### src/rtl/modlin_issue.sv
// modlin_issue: issue/writeback controller for the 4-cycle modular linear unit.
// Scoreboards registers so dependent instructions wait for their writeback.
`default_nettype none

`ifndef WORDSZ
`define WORDSZ 16
`endif
`ifndef RFSZLOG2
`define RFSZLOG2 4
`endif

module modlin_issue #(
    parameter int WORDSZ   = `WORDSZ,
    parameter int RFSZLOG2 = `RFSZLOG2,
    parameter int LAT      = 4
) (
    input  logic                clk,
    input  logic                rst_n,
    input  logic                ins_valid,
    output logic                ins_ready,
    input  logic [1:0]          ins_op,
    input  logic [RFSZLOG2-1:0] ins_ra,
    input  logic [RFSZLOG2-1:0] ins_rb,
    input  logic [RFSZLOG2-1:0] ins_rd,
    output logic [RFSZLOG2-1:0] rf_raddr_a,
    output logic [RFSZLOG2-1:0] rf_raddr_b,
    input  logic [WORDSZ-1:0]   rf_rdata_a,
    input  logic [WORDSZ-1:0]   rf_rdata_b,
    output logic                rf_we,
    output logic [RFSZLOG2-1:0] rf_waddr,
    output logic [WORDSZ-1:0]   rf_wdata,
    output logic                lin_en,
    output logic [WORDSZ-1:0]   lin_a,
    output logic [WORDSZ-1:0]   lin_b,
    output logic [RFSZLOG2-1:0] lin_rn,
    output logic [1:0]          lin_op,
    input  logic [RFSZLOG2-1:0] lin_rnq,
    input  logic [WORDSZ-1:0]   lin_res,
    output logic                busy
);

    localparam int c_NREG = 2**RFSZLOG2;

    logic [c_NREG-1:0]   r_pend;
    logic [LAT:0]        r_track;
    logic                r_s1_valid;
    logic [1:0]          r_s1_op;
    logic [RFSZLOG2-1:0] r_s1_rd;

    logic                w_hazard;
    logic                w_fire;
    logic [c_NREG-1:0]   w_set;
    logic [c_NREG-1:0]   w_clr;
    logic [c_NREG-1:0]   w_pend_nxt;

    // rb only matters for the two-operand ops (add/sub have op[1] set)
    always_comb begin
        w_hazard = r_pend[ins_ra]
                 | (ins_op[1] & r_pend[ins_rb])
                 | ((ins_rd != '0) & r_pend[ins_rd]);
    end

    assign ins_ready  = rst_n & ~w_hazard;
    assign w_fire     = ins_valid & ins_ready;
    assign rf_raddr_a = ins_ra;
    assign rf_raddr_b = ins_rb;

    always_comb begin
        w_set = '0;
        w_clr = '0;
        if (w_fire && (ins_rd != '0)) begin
            w_set[ins_rd] = 1'b1;
        end
        if (lin_rnq != '0) begin
            w_clr[lin_rnq] = 1'b1;
        end
        w_pend_nxt = (r_pend & ~w_clr) | w_set;
    end

    always_ff @(posedge clk or negedge rst_n) begin
        if (!rst_n) begin
            r_pend     <= '0;
            r_track    <= '0;
            r_s1_valid <= 1'b0;
            r_s1_op    <= '0;
            r_s1_rd    <= '0;
        end else begin
            r_pend     <= {w_pend_nxt[c_NREG-1:1], 1'b0};
            r_track    <= {r_track[LAT-1:0], w_fire};
            r_s1_valid <= w_fire;
            r_s1_op    <= w_fire ? ins_op : 2'b00;
            r_s1_rd    <= w_fire ? ins_rd : '0;
        end
    end

    // Read data arrives the cycle after the handshake, aligned with stage 1
    assign lin_en = r_s1_valid;
    assign lin_a  = r_s1_valid ? rf_rdata_a : '0;
    assign lin_b  = r_s1_valid ? rf_rdata_b : '0;
    assign lin_rn = r_s1_rd;
    assign lin_op = r_s1_op;

    assign rf_we    = (lin_rnq != '0);
    assign rf_waddr = lin_rnq;
    assign rf_wdata = lin_res;

    assign busy = (|r_track) | (|r_pend);

`ifndef SYNTHESIS
    // WAW stalling makes a same-cycle set/clear of one register impossible
    always @(posedge clk) begin
        if (rst_n) begin
            assert ((w_set & w_clr) == '0);
            assert ((w_clr & ~r_pend) == '0);
        end
    end
`endif

endmodule

`default_nettype wire

### config.mk
export PLATFORM = sky130hd
export DESIGN_NAME = modlin_issue
export DESIGN_NICKNAME = d
export VERILOG_FILES = /design/src/rtl/modlin_issue.sv
export SDC_FILE = /design/constraint.sdc
export NUM_CORES = 1
export LEC_CHECK = 0
export BUFFER_PORTS_ARGS = -buffer_cell sky130_fd_sc_hd__buf_2
export CAP_MARGIN = 20
export CORE_UTILIZATION = 42
export DETAILED_ROUTE_END_ITERATION = 12
export PLACE_DENSITY = 0.81
export SYNTH_ARGS = -nofsm -noshare
export SYNTH_HDL_FRONTEND = slang
export SYNTH_SLANG_ARGS = --single-unit
### constraint.sdc
create_clock -name clk -period 2.4 [get_ports clk]
set_input_delay 0.48 -clock clk [delete_from_list [all_inputs] [get_ports clk]]
set_output_delay 0.48 -clock clk [all_outputs]
set_load 0.05 [all_outputs]
== After elaboration in Yosys (flattened, before gate mapping) ==
Cells that the tools add are included.
Storage, ports and cells
  bits in registers: 27
  input port bits: 69
Cells by class
  muxes and demuxes: 16
  reduce and logical (&&, ||, !) cells: 7
  $lt $le $gt $ge: 6
  bitwise gates (word level): 11
Operator list (count)
  $mux W16: 4
  $lt A4 B5 Y1 const B: 4
  $and A16 B16 Y16: 1
  $not A16 Y16: 1
  $or A16 B16 Y16: 1
  $reduce_or A15 Y1: 1
  $bmux W1 S4: 3
  $demux W1 S4: 2
  $ge A4 B1 Y1 const B: 2
  $reduce_bool A4 Y1: 2
  $mux W1: 5
  $reduce_or A5 Y1: 1
  $and A1 B1 Y1: 4
  $mux W4: 1
  $logic_and A1 B1 Y1: 3
  $or A1 B1 Y1: 3
  $mux W2: 1
  $not A1 Y1: 1

== Longest topological paths before layout ==
Gate-level depths: netlist (run 1).
  depth after elaboration: 11
  gate-level depth with buffers: 6

== Least setup slack after synthesis (run 1) ==
No wires, ideal clock.
  kind: input-to-output
  start: input ins_rd[0]
  end: output ins_ready
  slack: -497 ps
  cell stages on the path: 5
  data required time: 1920 ps
  arrival: 2417 ps
  path through: buf_2 mux4_2 a211oi_1 o211ai_1 nor2_1
Between the ends
  cells in the longest elaborated chain, start to end: 6
  elaborated cells on any way between the ends: 7
  classes of those cells: mux (2); bitwise (4); reduce/logical (1)
Ends and longest elaborated chain
  start, declared: RTL line 24  | input logic [RFSZLOG2-1:0] ins_rd,
  $bmux W1 S4: RTL line 60  | | ((ins_rd != '0) & r_pend[ins_rd]);
  $mux W1 (implied by the code): RTL line 60
  $and A1 B1 Y1 *: RTL line 60
  $or A1 B1 Y1 *: RTL line 60
  $not A1 Y1 *: RTL line 63  | assign ins_ready = rst_n & ~w_hazard;
  $and A1 B1 Y1 *: RTL line 63
  end, declared: RTL line 20  | output logic ins_ready,
Every way passes the cells marked *; elsewhere a longest branch is shown, timed or not. The select of a mux whose other input is x is not followed.

== Worst setup path in the final report (run 1) ==
  start: register r_pend[15]
  end: output ins_ready
Between the ends
  cells in the longest elaborated chain, start to end: 7
  elaborated cells on any way between the ends: 12
  classes of those cells: mux (6); bitwise (6)
Ends and longest elaborated chain
  start, declared: RTL line 44  | logic [c_NREG-1:0] r_pend;
  start signal, assigned: RTL line 88  | r_pend <= {w_pend_nxt[c_NREG-1:1], 1'b0};
  $bmux W1 S4: RTL line 59  | | (ins_op[1] & r_pend[ins_rb])
  $mux W1 (implied by the code): RTL line 59
  $and A1 B1 Y1: RTL line 59
  $or A1 B1 Y1: RTL line 59
  $or A1 B1 Y1 *: RTL line 60
  $not A1 Y1 *: RTL line 63
  $and A1 B1 Y1 *: RTL line 63
Marks and branches as above.

==> summary.md, run 1 <==
| Metric | Value |
|---|---|
| Outcome | complete, but fails checks |
| Failing checks | design-rule violations, negative setup slack |
| Max transition margin | 73.5% |
| Ports | 139 |
| Crit start category | flip-flop |
| Area delta synth->final | 33.9% |
| Post-synth ARST share | 100% |
| R2r startpoint | r_pend[12] |
| Post-synth cell types | 36 |
| Worst Tran Pin Value | approximately 0.39 ns |
| Share of cells above drive strength 1 | between 50 and 60% |
| Hold Path Class | input pin to asynchronous set/reset pin |
| Total GRT Usage | around 23% |
| Hpwl dp | 4240 microns |
| Post-route setup slack | -0.102 ns |
| Max Fclk | about 0.40 GHz |
| Max-slew violation count | 0 |
| Worst path slowest cell | mux4_2 |
| Number of synthesized flops with an enable pin | 0 |
| Mapped Cells | roughly 220 |
| Hold Vio Cnt, Final | 0 |
| Max_cap viols | 0 |
| RSZ-0062 raised after global routing | yes |
| Post-DR vias/cell | 5.46 |
| Synthesized area | about 2000 sq um |
| Setup TNS | -0.102 ns |
| CP peak stage delay | around 0.48 ns |
| Clock Sinks | 26 |
| Syn_nets | ~280 |
| Final clock skew | ~0.0021 ns |
| Vias in the first global route | about 1900 |
| GR Overflow Total | 0 |
| Fin nets | roughly 400 |
| Buffers & Inverters on Critical Path | 1 |
| Final Non-Filler Cells | roughly 370 |
| Met3 routed WL | approximately 480 microns |
| Max H-tree Level | 1 |
| Worst Setup SP | r_pend[15] |
| Kind of critical path | flip-flop to output pin |
| Top Family by Delay on Critical Path | multiplexers |
| Leading area contributor after synthesis | dfrtp_1 |
| Syn avg cell area | 9.29 sq um |
| Hold slack | approximately 0.24 ns |
| Wirelength per Cell | 15.3 microns |
| CP cell instances | mux4_2 -> mux2i_1 -> and2_4 -> o211ai_1 -> nor2_4 -> buf_8 |
| Num rows | 24 |
| Cell Count Post-Placement | about 350 |
| Largest net degree at the start of global routing | 35 |
| Most common cell after layout, fill and taps aside | buf_2 |
| Critical Path RT | approximately 1.9 ns |
| Most frequent cells in the layout | buf_2, and2_1, buf_4, dfrtp_1, o21ai_0 |
| Pleak | around 1.4 nW |
| Ant. Diodes | 0 |
| DRT Pass-1 Iters | 10 |
| Synth Flop Type | dfrtp_1 |
| Port Buf Inserts | between 100 and 150 |
| Via count | around 2000 |
| PwrDens | between 500 and 600 nW/um^2 |
| WP data arrival | 2.02 ns |
| Pre-CTS WS | -0.125 ns |
| # DRC | 6 |
| Num CTS Buffers | 3 |
| Crit end category | output pin |
| Clock insertion delay at the later pin of the skew report | approximately 0.27 ns |
| Final Setup Violations | 1 |
| Initial drt markers | ~190 |
| Top cells by area, synth | dfrtp_1, buf_4, and2_1, mux4_2, mux2i_1 |
| Share of the synthesized area in the top cell type | about a third |
| Core Util, Final | 59.8% |
| Yosys warning count | 0 |
| Highest routed layer | met4 |
| Worst-path clk slew | around 0.09 ns |
| Core area | about 4500 sq um |
| Starting Density | 44.6% |
| Final min period | ~2.5 ns |
| Final GP Congestion | approximately 0.95 |
| Clock Root Buffer | clkbuf_8 |
| Met2 routed WL | about 2800 microns |
| Maximum vdd drop | ~0.27 mV |
| Total length of routed wires | 5660 microns |
| Sequential share of the synthesized area | ~33% |
| Final ANT Viol Nets | 0 |
| DIE HEIGHT | roughly 71 microns |
| CTS tree | done |
| Clk buf depth | 2 |
| Initial antenna violation count | 0 |
| Final Cycle Share | 104% |
| Synth Register Bits | 26 |
| Global-route wire length before repair | 8950 microns |
| Die width | just over 70 microns |
| Metal-1 WL | 2250 microns |
| Hold Buf Count CTS | 0 |
| Critical Path Fanout Max | 2 |
| Die area | 5030 sq um |
synthesized netlist by cell type, types with 2 or more instances:
library cell / number
a21oi_1: 3
and2_1: 33
buf_2: 4
buf_4: 29
clkbuf_1: 4
dfrtp_1: 26
inv_1: 2
mux2i_1: 9
mux4_2: 5
nand2_1: 14
nand2b_1: 6
nand3_1: 5
nor2_1: 3
nor2b_1: 3
nor3_1: 7
nor4_1: 6
o211ai_1: 2
o21ai_0: 15
o31ai_1: 4
o41ai_1: 9
o41ai_2: 2
or2_2: 5
or3_1: 5
or3b_2: 2
power breakdown:
| group | internal [mW] | switching [mW] | leakage, nW |
|---|---|---|---|
| Sequential | 0.480 | 0.0367 | 0.350 |
| Clock | 0.147 | 0.133 | 0.0288 |
| Combinational | 0.243 | 0.369 | 1.04 |
per-stage QoR:
stage / total power, mW / cell area (sq um)
3_3_place_gp: 1.06 / 2480
3_5_place_dp: 1.07 / 2480
5_1_grt: 1.48 / 2670
2_1_floorplan: 0.967 / 2030
6_report: 1.41 / 2670
4_1_cts: 1.38 / 2630
state kept, by name, indices dropped and copies added, names as in the netlist:
signal   cells
lin_op       2
lin_rn       4
r_pend      15
r_track      5
layer usage:
| metal | GRT usage [%] | vias up |
|---|---|---|
| met5 | 0 | - |
| met4 | 8.22 | 0 |
| met3 | 5.84 | 17 |
| met2 | 38.9 | 113 |
| met1 | 27.1 | 932 |
| li1 | - | 963 |
what timing repair did:
item	CTS	global route
pin swaps	2	4
setup endpoints to repair	1	1
setup buffers	9	5
gates resized for setup	6	2
gates cloned	0	0
final cells by class:
type | instances | area [sq um]
Inverter | 2 | 7.51
Fill cell | 390 | 1800
Clock buffer | 4 | 55.1
Sequential cell | 26 | 653
Timing Repair Buffer | 138 | 781
Multi-Input combinational cell | 149 | 1110
Tap cell | 52 | 65.1
cells by family (layout without fill, tap and decap cells):
kind of cell           Yosys count  in the layout  synth area share, %
and+or+nand+nor                 93             93                 26.9
AOI/OAI and AO/OA               40             40                 14.8
muxes                           16             16                 12.0
DFF                             26             26                 32.6
buffers and inverters           40            144                 13.6
final timing paths:
kind / endpoint / slack, ns / cells after the start
worst max-delay path: ins_ready / -0.10 / 6
worst min-delay path: r_pend[1] / 0.24 / 2
worst max register to register: r_pend[7] / 0.15 / 6
worst min register to register: r_track[2] / 0.39 / 0
max in group asynchronous: r_pend[8] / 1.89 / 2
min in group clk: r_track[2] / 0.39 / 0
(Power assumes the default switching activity.)
==> inputs of run 2 (changes only) <==
- RECOVER_POWER: not set -> 100
==> summary.md, run 2 (synthesis results as in run 1) <==
| Metric | Value |
|---|---|
| Outcome | complete, but fails checks (unchanged) |
| Failing checks | design-rule violations, negative setup slack (unchanged) |
| Port Buf Inserts | 106 (unchanged) |
| RSZ-0062 raised after global routing | yes (unchanged) |
| Most frequent cells in the layout | buf_2, and2_1, buf_4, dfrtp_1, clkbuf_1 (was buf_2, and2_1, buf_4, dfrtp_1, o21ai_0) |
| CTS tree | done (unchanged) |
| Register-to-register setup slack | 0.14 ns (was 0.15 ns) |
| Hold slack | 0.387 ns (was 0.238 ns) |
| # DRC | 6 (unchanged) |
| Max Fclk | 0.400 GHz (about the same) |
| Die width | 71.0 microns (unchanged) |
| Starting Density | 44.6% (unchanged) |
| Die area | 5030 sq um (unchanged) |
| Core area | 4470 sq um (unchanged) |
| Final Setup Violations | 1 (unchanged) |
| Ports | 139 (unchanged) |
| Worst Tran Pin Value | 1.38 ns (was 0.393 ns) |
| Via count | 2030 (was 2025) |
| Clock Sinks | 26 (unchanged) |
| Max H-tree Level | 1 (unchanged) |
| Final Cycle Share | 104% (about the same) |
| Hold Buf Count CTS | 0 (unchanged) |
| GR Overflow Total | 0 (unchanged) |
| Maximum vdd drop | 0.273 mV (was 0.274 mV) |
| Kind of critical path | flip-flop to output pin (unchanged) |
| Final min period | 2.50 ns (about the same) |
| Post-route setup slack | -0.0978 ns (was -0.102 ns) |
| Ant. Diodes | 0 (unchanged) |
| Final GP Congestion | 0.950 (unchanged) |
| Final clock skew | 0.00218 ns (was 0.00209 ns) |
| Crit end category | output pin (unchanged) |
| Total length of routed wires | 5660 microns (unchanged) |
| Critical Path RT | 1.92 ns (about the same) |
| Initial drt markers | 179 (was 192) |
| # fillers | 402 (was 390) |
| Wirelength per Cell | 15.3 microns (unchanged) |
| Share of cells above drive strength 1 | 46.7% (was 52.0%) |
| Largest register FFs | 15 (unchanged) |
| Hold Path Class | flip-flop to flip-flop (was input pin to asynchronous set/reset pin) |
| Pre-CTS WS | -0.125 ns (unchanged) |
| Final ANT Viol Nets | 0 (unchanged) |
| Largest net degree at the start of global routing | 35 (unchanged) |
| Clock insertion delay at the later pin of the skew report | 0.27 ns (about the same) |
| Pleak | 1.36 nW (was 1.41 nW) |
| WP data arrival | 2.02 ns (about the same) |
| Max-slew violation count | 0 (unchanged) |
| Fin nets | 389 (unchanged) |
| Hold Vio Cnt, Final | 0 (unchanged) |
| Post-DR vias/cell | 5.47 (was 5.46) |
| Initial antenna violation count | 0 (unchanged) |
| Worst-path clk slew | 0.08 ns (was 0.09 ns) |
| Clock Root Buffer | clkbuf_8 (unchanged) |
| DRT Pass-1 Iters | 8 (was 10) |
| Pwr Total | 1.40 mW (was 1.41 mW) |
| Global-route wire length before repair | 8950 microns (unchanged) |
| Max_cap viols | 0 (unchanged) |
| Vias in the first global route | 1943 (unchanged) |
| Hpwl dp | 4240 microns (unchanged) |
| Num rows | 24 (unchanged) |
| Critical Path Fanout Max | 4 (was 2) |
| Most flops, register | r_pend (unchanged) |
| Max transition margin | 7.75% (was 73.5%) |
| Area delta synth->final | 32.6% (was 33.9%) |
| Most common cell after layout, fill and taps aside | buf_2 (unchanged) |
| PwrDens | 530 nW/um^2 (was 526 nW/um^2) |
| DIE HEIGHT | 71.0 microns (unchanged) |
| Num CTS Buffers | 3 (unchanged) |
| Clk buf depth | 2 (unchanged) |
| Crit start category | flip-flop (unchanged) |
| Total GRT Usage | 22.5% (unchanged) |
-- run 2: routing by layer --
layer  global-route usage (%)  share of wire, %  up-vias
met5                        0                 0        -
met4                     8.22               1.4        0
met3                     5.84               8.5       15
met2                     38.9                51      112
met1                     27.1                39      941
li1                         -                 -      962
-- run 2: metrics by stage --
stage | TNS [ns] | utilization [%] | std cells | cell area [sq um]
after detailed placement | -0.125 | 55.4 | 353 | 2480
after CTS | -0.0628 | 58.8 | 366 | 2630
after global routing | -0.876 | 59.2 | 371 | 2650
after floorplan | -0.0621 | - | 215 | 2030
after global placement | -0.0943 | 55.4 | 353 | 2480
final | -0.0978 | 59.2 | 371 | 2650
-- run 2: critical path: stages, from the launching register on --
cell,delay [ns]
dfrtp_2,0.45
mux4_2,0.49
a211oi_2,0.27
o211ai_1,0.21
nor2_4,0.18
buf_8,0.15
-- run 2: layout make-up --
cell class                      instances  area, sq um  share of cell area (%)
Timing Repair Buffer                  138          754                    28.5
Sequential cell                        26          653                    24.7
Inverter                                2         7.51                   0.284
Multi-Input combinational cell        149         1110                    42.0
Tap cell                               52         65.1                    2.46
Clock buffer                            4         55.1                    2.08
-- run 2: repair_timing --
item                       4_1_cts  5_1_grt
setup endpoints to repair        1        1
resized for setup                6        2
gates cloned                     0        0
setup buffers                    9        5
hold endpoints to repair         0        0
pin swaps                        2        4
-- run 2: path summary, 6_finish.rpt --
path / startpoint / to / depth (start not counted)
setup / recovery: r_pend[8] / ins_ready / 5
max in group asynchronous: rst_n / r_pend[9] / 2
hold / removal: r_track[1] / r_track[2] / 0
hold reg to reg: r_track[1] / r_track[2] / 0
setup reg to reg: r_pend[12] / r_pend[7] / 6
min in group asynchronous: rst_n / r_pend[1] / 2
-- run 2: power by group --
part	leakage, nW	internal (mW)	total [mW]	switching (mW)
clock	0.0288	0.147	0.280	0.133
sequential	0.350	0.480	0.516	0.0363
combinational	0.977	0.238	0.606	0.368
total	1.36	0.864	1.40	0.538
